==> src/rtl/machine_cfg_pkg.sv <==
// Shared types and helpers for the machine batch configurator.
package machine_cfg_pkg;

  typedef enum logic [2:0] {
    IDLE,
    ISSUE,
    COLLECT,
    COMMIT,
    DONE
  } state_t;

  // Press-count width able to hold 0..n.
  function automatic int unsigned btn_w_f(input int unsigned n);
    return $clog2(n + 1);
  endfunction

  function automatic int unsigned lane_w_f(input int unsigned n);
    return (n > 1) ? $clog2(n) : 1;
  endfunction

  // Low n bits set; widths up to 32 supported.
  function automatic logic [31:0] low_mask(input int unsigned n);
    if (n >= 32) return '1;
    return (32'd1 << n) - 32'd1;
  endfunction

  // Add that clamps at the all-ones value of a w-bit field.
  function automatic logic [31:0] sat_add(input logic [31:0] a, input logic [31:0] b,
                                          input int unsigned w);
    logic [32:0] sum;
    sum = {1'b0, a} + {1'b0, b};
    if (sum > {1'b0, low_mask(w)}) return low_mask(w);
    return sum[31:0];
  endfunction

endpackage

==> src/rtl/lane_min_select.sv <==
// Picks the kept lane with the fewest active-button presses; lowest lane wins ties.
module lane_min_select
  import machine_cfg_pkg::*;
#(
  parameter int unsigned MAX_NUM_BUTTONS = 13,
  parameter int unsigned LANES           = 2,
  parameter int unsigned BTN_W           = btn_w_f(MAX_NUM_BUTTONS),
  parameter int unsigned LANE_W          = lane_w_f(LANES)
) (
  input  logic [LANES*MAX_NUM_BUTTONS-1:0] tdata,
  input  logic [LANES-1:0]                 tkeep,
  input  logic [BTN_W-1:0]                 num_buttons,
  output logic                             any_kept,
  output logic [BTN_W-1:0]                 min_count,
  output logic [LANE_W-1:0]                min_lane
);

  logic [MAX_NUM_BUTTONS-1:0] mask;
  logic [BTN_W-1:0]           cnt;

  always_comb begin
    mask      = MAX_NUM_BUTTONS'(low_mask(32'(num_buttons)));
    any_kept  = 1'b0;
    min_count = '1;
    min_lane  = '0;
    cnt       = '0;
    for (int i = 0; i < int'(LANES); i++) begin
      cnt = BTN_W'($countones(tdata[i*MAX_NUM_BUTTONS +: MAX_NUM_BUTTONS] & mask));
      if (tkeep[i] && (!any_kept || (cnt < min_count))) begin
        any_kept  = 1'b1;
        min_count = cnt;
        min_lane  = LANE_W'(i);
      end
    end
  end

endmodule

==> src/rtl/machine_batch_configurator.sv <==
// Runs a batch of machines, keeping each machine's minimum-press candidate and the batch total.
// Optional candidates_seen statistics port under `CONFIGURE_MACHINE_STATS_EN.
module machine_batch_configurator
  import machine_cfg_pkg::*;
#(
  parameter int unsigned MAX_NUM_BUTTONS = 13,
  parameter int unsigned LANES           = 2,
  parameter int unsigned MAX_MACHINES_W  = 16,
  parameter int unsigned TOTAL_W         = 24,
  parameter int unsigned BTN_W           = btn_w_f(MAX_NUM_BUTTONS)
) (
  input  logic                             clk,
  input  logic                             rst_n,
  input  logic                             start,
  input  logic [MAX_MACHINES_W-1:0]        num_machines,
  input  logic [BTN_W-1:0]                 num_buttons,
  output logic                             mach_start,
  input  logic                             sol_tvalid,
  output logic                             sol_tready,
  input  logic [LANES*MAX_NUM_BUTTONS-1:0] sol_tdata,
  input  logic [LANES-1:0]                 sol_tkeep,
  input  logic                             sol_tlast,
  output logic                             machine_valid,
  output logic [BTN_W-1:0]                 machine_min,
  output logic [MAX_NUM_BUTTONS-1:0]       machine_buttons,
  output logic [TOTAL_W-1:0]               total_presses,
  output logic                             unsolvable,
  output logic                             done,
  input  logic                             accepted
`ifdef CONFIGURE_MACHINE_STATS_EN
  ,
  output logic [31:0]                      candidates_seen
`endif
);

  localparam int unsigned LANE_W = lane_w_f(LANES);

  state_t                     state_q, state_d;
  logic [MAX_MACHINES_W-1:0]  idx_q, nmach_q;
  logic [BTN_W-1:0]           best_min_q, best_min_d;
  logic [MAX_NUM_BUTTONS-1:0] best_btn_q, best_btn_d;
  logic                       beat, any_kept;
  logic [BTN_W-1:0]           beat_min;
  logic [LANE_W-1:0]          beat_lane;
  logic [MAX_NUM_BUTTONS-1:0] mask, beat_btn;

  assign beat     = sol_tvalid && sol_tready;
  assign mask     = MAX_NUM_BUTTONS'(low_mask(32'(num_buttons)));
  assign beat_btn = sol_tdata[32'(beat_lane)*MAX_NUM_BUTTONS +: MAX_NUM_BUTTONS] & mask;

  lane_min_select #(
    .MAX_NUM_BUTTONS(MAX_NUM_BUTTONS),
    .LANES          (LANES),
    .BTN_W          (BTN_W),
    .LANE_W         (LANE_W)
  ) u_lane_min_select (
    .tdata      (sol_tdata),
    .tkeep      (sol_tkeep),
    .num_buttons(num_buttons),
    .any_kept   (any_kept),
    .min_count  (beat_min),
    .min_lane   (beat_lane)
  );

  // Next state and running per-machine best.
  always_comb begin
    state_d    = state_q;
    best_min_d = best_min_q;
    best_btn_d = best_btn_q;
    case (state_q)
      IDLE:    if (start) state_d = (num_machines == '0) ? DONE : ISSUE;
      ISSUE: begin
        best_min_d = '1;
        best_btn_d = '0;
        state_d    = COLLECT;
      end
      COLLECT: begin
        if (beat) begin
          if (any_kept && (beat_min < best_min_q)) begin
            best_min_d = beat_min;
            best_btn_d = beat_btn;
          end
          if (sol_tlast) state_d = COMMIT;
        end
      end
      COMMIT:  state_d = ((idx_q + MAX_MACHINES_W'(1)) == nmach_q) ? DONE : ISSUE;
      DONE:    if (accepted) state_d = IDLE;
      default: state_d = IDLE;
    endcase
  end

  // Outputs are decoded from the next state so they line up with the state they belong to.
  always_ff @(posedge clk or negedge rst_n) begin
    if (!rst_n) begin
      state_q         <= IDLE;
      idx_q           <= '0;
      nmach_q         <= '0;
      best_min_q      <= '1;
      best_btn_q      <= '0;
      mach_start      <= 1'b0;
      sol_tready      <= 1'b0;
      machine_valid   <= 1'b0;
      machine_min     <= '1;
      machine_buttons <= '0;
      total_presses   <= '0;
      unsolvable      <= 1'b0;
      done            <= 1'b0;
    end else begin
      state_q       <= state_d;
      best_min_q    <= best_min_d;
      best_btn_q    <= best_btn_d;
      mach_start    <= (state_d == ISSUE);
      sol_tready    <= (state_d == COLLECT);
      machine_valid <= (state_d == COMMIT);
      done          <= (state_d == DONE);
      if (state_d == COMMIT) begin
        machine_min     <= best_min_d;
        machine_buttons <= best_btn_d;
      end
      if (state_q == IDLE && start) begin
        idx_q         <= '0;
        nmach_q       <= num_machines;
        total_presses <= '0;
        unsolvable    <= 1'b0;
      end
      // An all-ones minimum means no lane was ever kept for this machine.
      if (state_q == COMMIT) begin
        idx_q <= idx_q + MAX_MACHINES_W'(1);
        if (machine_min == '1) unsolvable <= 1'b1;
        else total_presses <= TOTAL_W'(sat_add(32'(total_presses), 32'(machine_min), TOTAL_W));
      end
    end
  end

`ifdef CONFIGURE_MACHINE_STATS_EN
  always_ff @(posedge clk or negedge rst_n) begin
    if (!rst_n) begin
      candidates_seen <= '0;
    end else if (state_q == IDLE && start) begin
      candidates_seen <= '0;
    end else if (beat) begin
      candidates_seen <= sat_add(candidates_seen, 32'($countones(sol_tkeep)), 32);
    end
  end
`endif

endmodule

==> config.mk <==
export PLATFORM = sky130hd
export DESIGN_NAME = machine_batch_configurator
export DESIGN_NICKNAME = d
export VERILOG_FILES = /design/src/rtl/machine_cfg_pkg.sv /design/src/rtl/lane_min_select.sv /design/src/rtl/machine_batch_configurator.sv
export SDC_FILE = /design/constraint.sdc
export NUM_CORES = 1
export LEC_CHECK = 0
export ABC_AREA = 1
export ABC_CLOCK_PERIOD_IN_PS = 2100
export CAP_MARGIN = 20
export CORE_ASPECT_RATIO = 1.75
export CORE_MARGIN = 3
export CORE_UTILIZATION = 45
export CTS_BUF_LIST = sky130_fd_sc_hd__clkbuf_2 sky130_fd_sc_hd__clkbuf_4 sky130_fd_sc_hd__clkbuf_8
export DETAILED_ROUTE_END_ITERATION = 10
export PLACE_DENSITY = 0.71
export SYNTH_ARGS = -nofsm -noshare
export SYNTH_HDL_FRONTEND = slang
export SYNTH_SLANG_ARGS = --single-unit
==> constraint.sdc <==
create_clock -name clk -period 2.1 [get_ports clk]
set_input_delay 0.21 -clock clk [delete_from_list [all_inputs] [get_ports clk]]
set_output_delay 0.21 -clock clk [all_outputs]
set_load 0.02 [all_outputs]
==> impl_metrics.py <==
metrics = {
    "outcome": {
        "status": "finished, violations left",
        "violations": "negative setup slack",
    },
    "sta": {
        "fin_crit_sh_pct": 283,
        "period_needed_ns": 5.94,
        "rsz0062_at_grt": "true",
        "fin_ws_ns": -3.84,
        "setup_viol": 63,
        "slew_headroom_pct": 53.5,
        "hold_violations": 0,
        "worstMarginPinSlew_ns": 0.692,
        "fmax_mhz": 168,
        "maxSlewViolCount": 0,
        "skew_ns": 0.0118,
        "fin_setup_tns_ns": -135.24,
        "hold_ws_ns": 0.281,
    },
    "pwr": {
        "switching_share_pct": 43.2,
        "p_comb_share_pct": 61.1,
        "p_int_mw": 6.85,
        "vdd.ir_drop.worst_v": 0.000620,
        "netSwitchingPower_mw": 5.21,
        "sequentialPowerShare_pct": 26.7,
        "power_leakage_nw": 4.87,
        "clkPwrFrac_pct": 12.2,
        "power_density_nw_per_um2": 1210,
    },
    "placement": {
        "pre_cts_slack_ns": -4.66,
        "hpwl_mm": 14.3,
        "gp_congestion": 0.952,
        "portBuffers": 99,
    },
    "min_path": {
        "hp-class": "in2async",
    },
    "worst_setup_path": {
        "slowest_stage": "fa_1",
        "worst-path-max-fanout": 4,
        "cp.depth": 40,
        "cp-start-kind": "input port",
        "reg2reg_to": "total_presses[14]",
        "worstSetupPathType": "in2reg",
        "reg2reg_depth": 14,
        "end_kind": "flop",
        "cpPeakStageDelay_ns": 0.50,
        "cp.arrival_ns": 6.24,
        "reg2reg_slack_ns": -0.39,
        "r2r-start": "machine_min[0]",
        "worstPathRequired_ns": 2.40,
        "cp_common_cell": "nand2_1",
        "crit_path_start": "num_buttons[3]",
        "worstSetupEndpoint": "machine_min[3]",
        "critPathTopFamily": "adder cells",
        "path_buf_inv": 11,
    },
    "logic_synthesis": {
        "syn_nets": 992,
        "synth_top_family_by_area": "simple AND/OR/NAND/NOR gates",
        "synth_compound_area_share_pct": 10.5,
        "synth_cell_types": 42,
        "ys_ff_latch": 98,
        "synth_edf_count": 0,
        "synth-simple-area-share_pct": 25.7,
        "synth_top_flop_cell": "dfrtp_1",
        "avgSynthCellArea_um2": 7.58,
        "synth_warnings": 0,
        "synth-adder-area-share_pct": 10.6,
        "syn_inst": 891,
        "syn-cell-area_um2": 6760,
        "ys_seq_area_share_pct": 36.4,
        "synth-async-reset-ratio_pct": 100,
        "synthMuxAreaShare_pct": 0,
        "synth_xor_area_share_pct": 6.09,
    },
    "clocking": {
        "tritoncts": "built",
        "clkTransAtPathRegs_ns": 0.09,
        "clock_latency_ns": 0.37,
        "cts_buffers": 9,
        "clockBufferDepth": 2,
        "clock-root-buffer": "clkbuf_8",
        "tritoncts_num_sinks": 98,
        "htreeDepth": 3,
    },
    "die": {
        "die_height_um": 168,
        "die_w_um": 98.6,
        "core-area_um2": 14500,
        "ios": 100,
        "rows": 58,
        "start_util_pct": 46.6,
        "dieArea_um2": 16600,
    },
    "finish": {
        "nets": 1217,
        "drive_gt1_share_pct": 27.2,
        "num_antenna_cells": 0,
        "layout_commonest_cell": "nand2_1",
        "syn2layout_area_growth_pct": 46.9,
        "most-common-layout-cells": "202 x nand2_1, 152 x inv_1, 121 x buf_4",
    },
    "route": {
        "drt_iter0_drc": 192,
        "wl_per_cell_um": 14.7,
        "vias": 6640,
        "wl_mm": 19.1,
        "firstDrtPassIters": 4,
        "drc": 0,
        "ant_nets": 0,
        "avgViaCountPerCell": 5.10,
    },
    "grt": {
        "global_route.usage.total_pct": 22.7,
        "grt_max_degree": 41,
        "antenna_found_initial": 0,
        "overflow": 0,
        "grt_pass1_vias": 6640,
        "grt_pass1_wl_mm": 30.6,
    },
    "run": {
        "max-cap-violations": 0,
    },
}
[through the flow]
| stage | total power [mW] | utilization, % | std cells | cell area, um2 |
|---|---|---|---|---|
| floorplan | 6.88 | - | 891 | 6880 |
| global placement | 9.21 | 60.3 | 1243 | 8750 |
| detailed placement | 9.35 | 60.3 | 1243 | 8750 |
| CTS | 11.5 | 65.1 | 1287 | 9440 |
| global route | 13.0 | 68.4 | 1301 | 9930 |
| finish | 12.1 | 68.4 | 1301 | 9930 |
[power groups by stage]
stage	registers, mW	logic [mW]	clock network [mW]
after floorplan	3.52	3.36	0
after global placement	3.22	5.99	0
after detailed placement	3.23	6.13	0
after CTS	3.20	6.78	1.49
after global routing	3.30	8.11	1.57
final	3.22	7.37	1.47
[metal layers]
| metal | track usage, % | up-vias | share of wire [%] |
|---|---|---|---|
| met2 | 45.2 | 155 | 58 |
| met5 | 0 | - | 0 |
| met4 | 10.0 | 0 | 4.3 |
| met1 | 23.3 | 3183 | 35 |
| met3 | 2.16 | 45 | 2.7 |
| li1 | - | 3257 | - |
[area by class of cell]
type	instances	area (um2)
well taps	180	225
clock buffers	9	124
repair buffers	236	2180
multi-input cells	607	4210
flip-flops and latches	98	2460
inverters	164	618
clock inverters	7	116
fillers	1167	4590
[Yosys cell counts, types with 4 or more instances]
| master | instances | area, um2 |
|---|---|---|
| a21boi_0 | 5 | 37.5 |
| a21oi_1 | 23 | 115 |
| a22o_1 | 6 | 52.6 |
| a22oi_1 | 12 | 90.1 |
| buf_2 | 7 | 35.0 |
| clkbuf_1 | 13 | 48.8 |
| dfrtp_1 | 90 | 2250 |
| dfstp_2 | 8 | 210 |
| fa_1 | 17 | 340 |
| ha_1 | 30 | 375 |
| inv_1 | 162 | 608 |
| nand2_1 | 226 | 848 |
| nand2_2 | 4 | 25.0 |
| nand3_1 | 60 | 300 |
| nand4_1 | 15 | 93.8 |
| nor2_1 | 56 | 210 |
| nor2_2 | 4 | 25.0 |
| nor3_1 | 12 | 60.1 |
| nor4_1 | 4 | 25.0 |
| o211ai_1 | 6 | 45.0 |
| o21ai_0 | 49 | 245 |
| o22ai_1 | 8 | 50.1 |
| xnor2_1 | 14 | 123 |
| xor2_1 | 33 | 289 |
[worst min path at each step]
stage,from,endpoint,depth (start not counted)
final,rst_n,mach_start,2
after global routing,rst_n,sol_tready,2
after CTS,rst_n,mach_start,2
after detailed placement,rst_n,mach_start,1
after global placement,rst_n,sol_tready,1
after floorplan,rst_n,best_btn_q[0],0
[logic make-up (layout without fill, tap and decap cells)]
logic type	count (synthesis)	count (layout)
AO/OA/AOI/OAI	116	116
XOR/XNOR	47	47
adder cells (fa/ha/maj)	47	47
buffers and inverters	187	416
flip-flops	98	98
AND/OR/NAND/NOR	396	397
[timing repair]
action	in CTS	in global routing
hold buffers	1	0
setup buffers	26	15
resized for setup	70	84
gates cloned	2	2
pin swaps	25	39
endpoints found under the setup margin	62	63
hold endpoints to repair	19	0
[state kept, by name, indices dropped and copies added, names as in the netlist]
register         flops
state_q              3
sol_tready           1
best_btn_q          13
machine_valid        1
total_presses       24
done                 1
machine_min          4
best_min_q           4
mach_start           1
machine_buttons     13
idx_q               16
nmach_q             16
unsolvable           1
No activity file was read; power rests on OpenSTA's default activity.
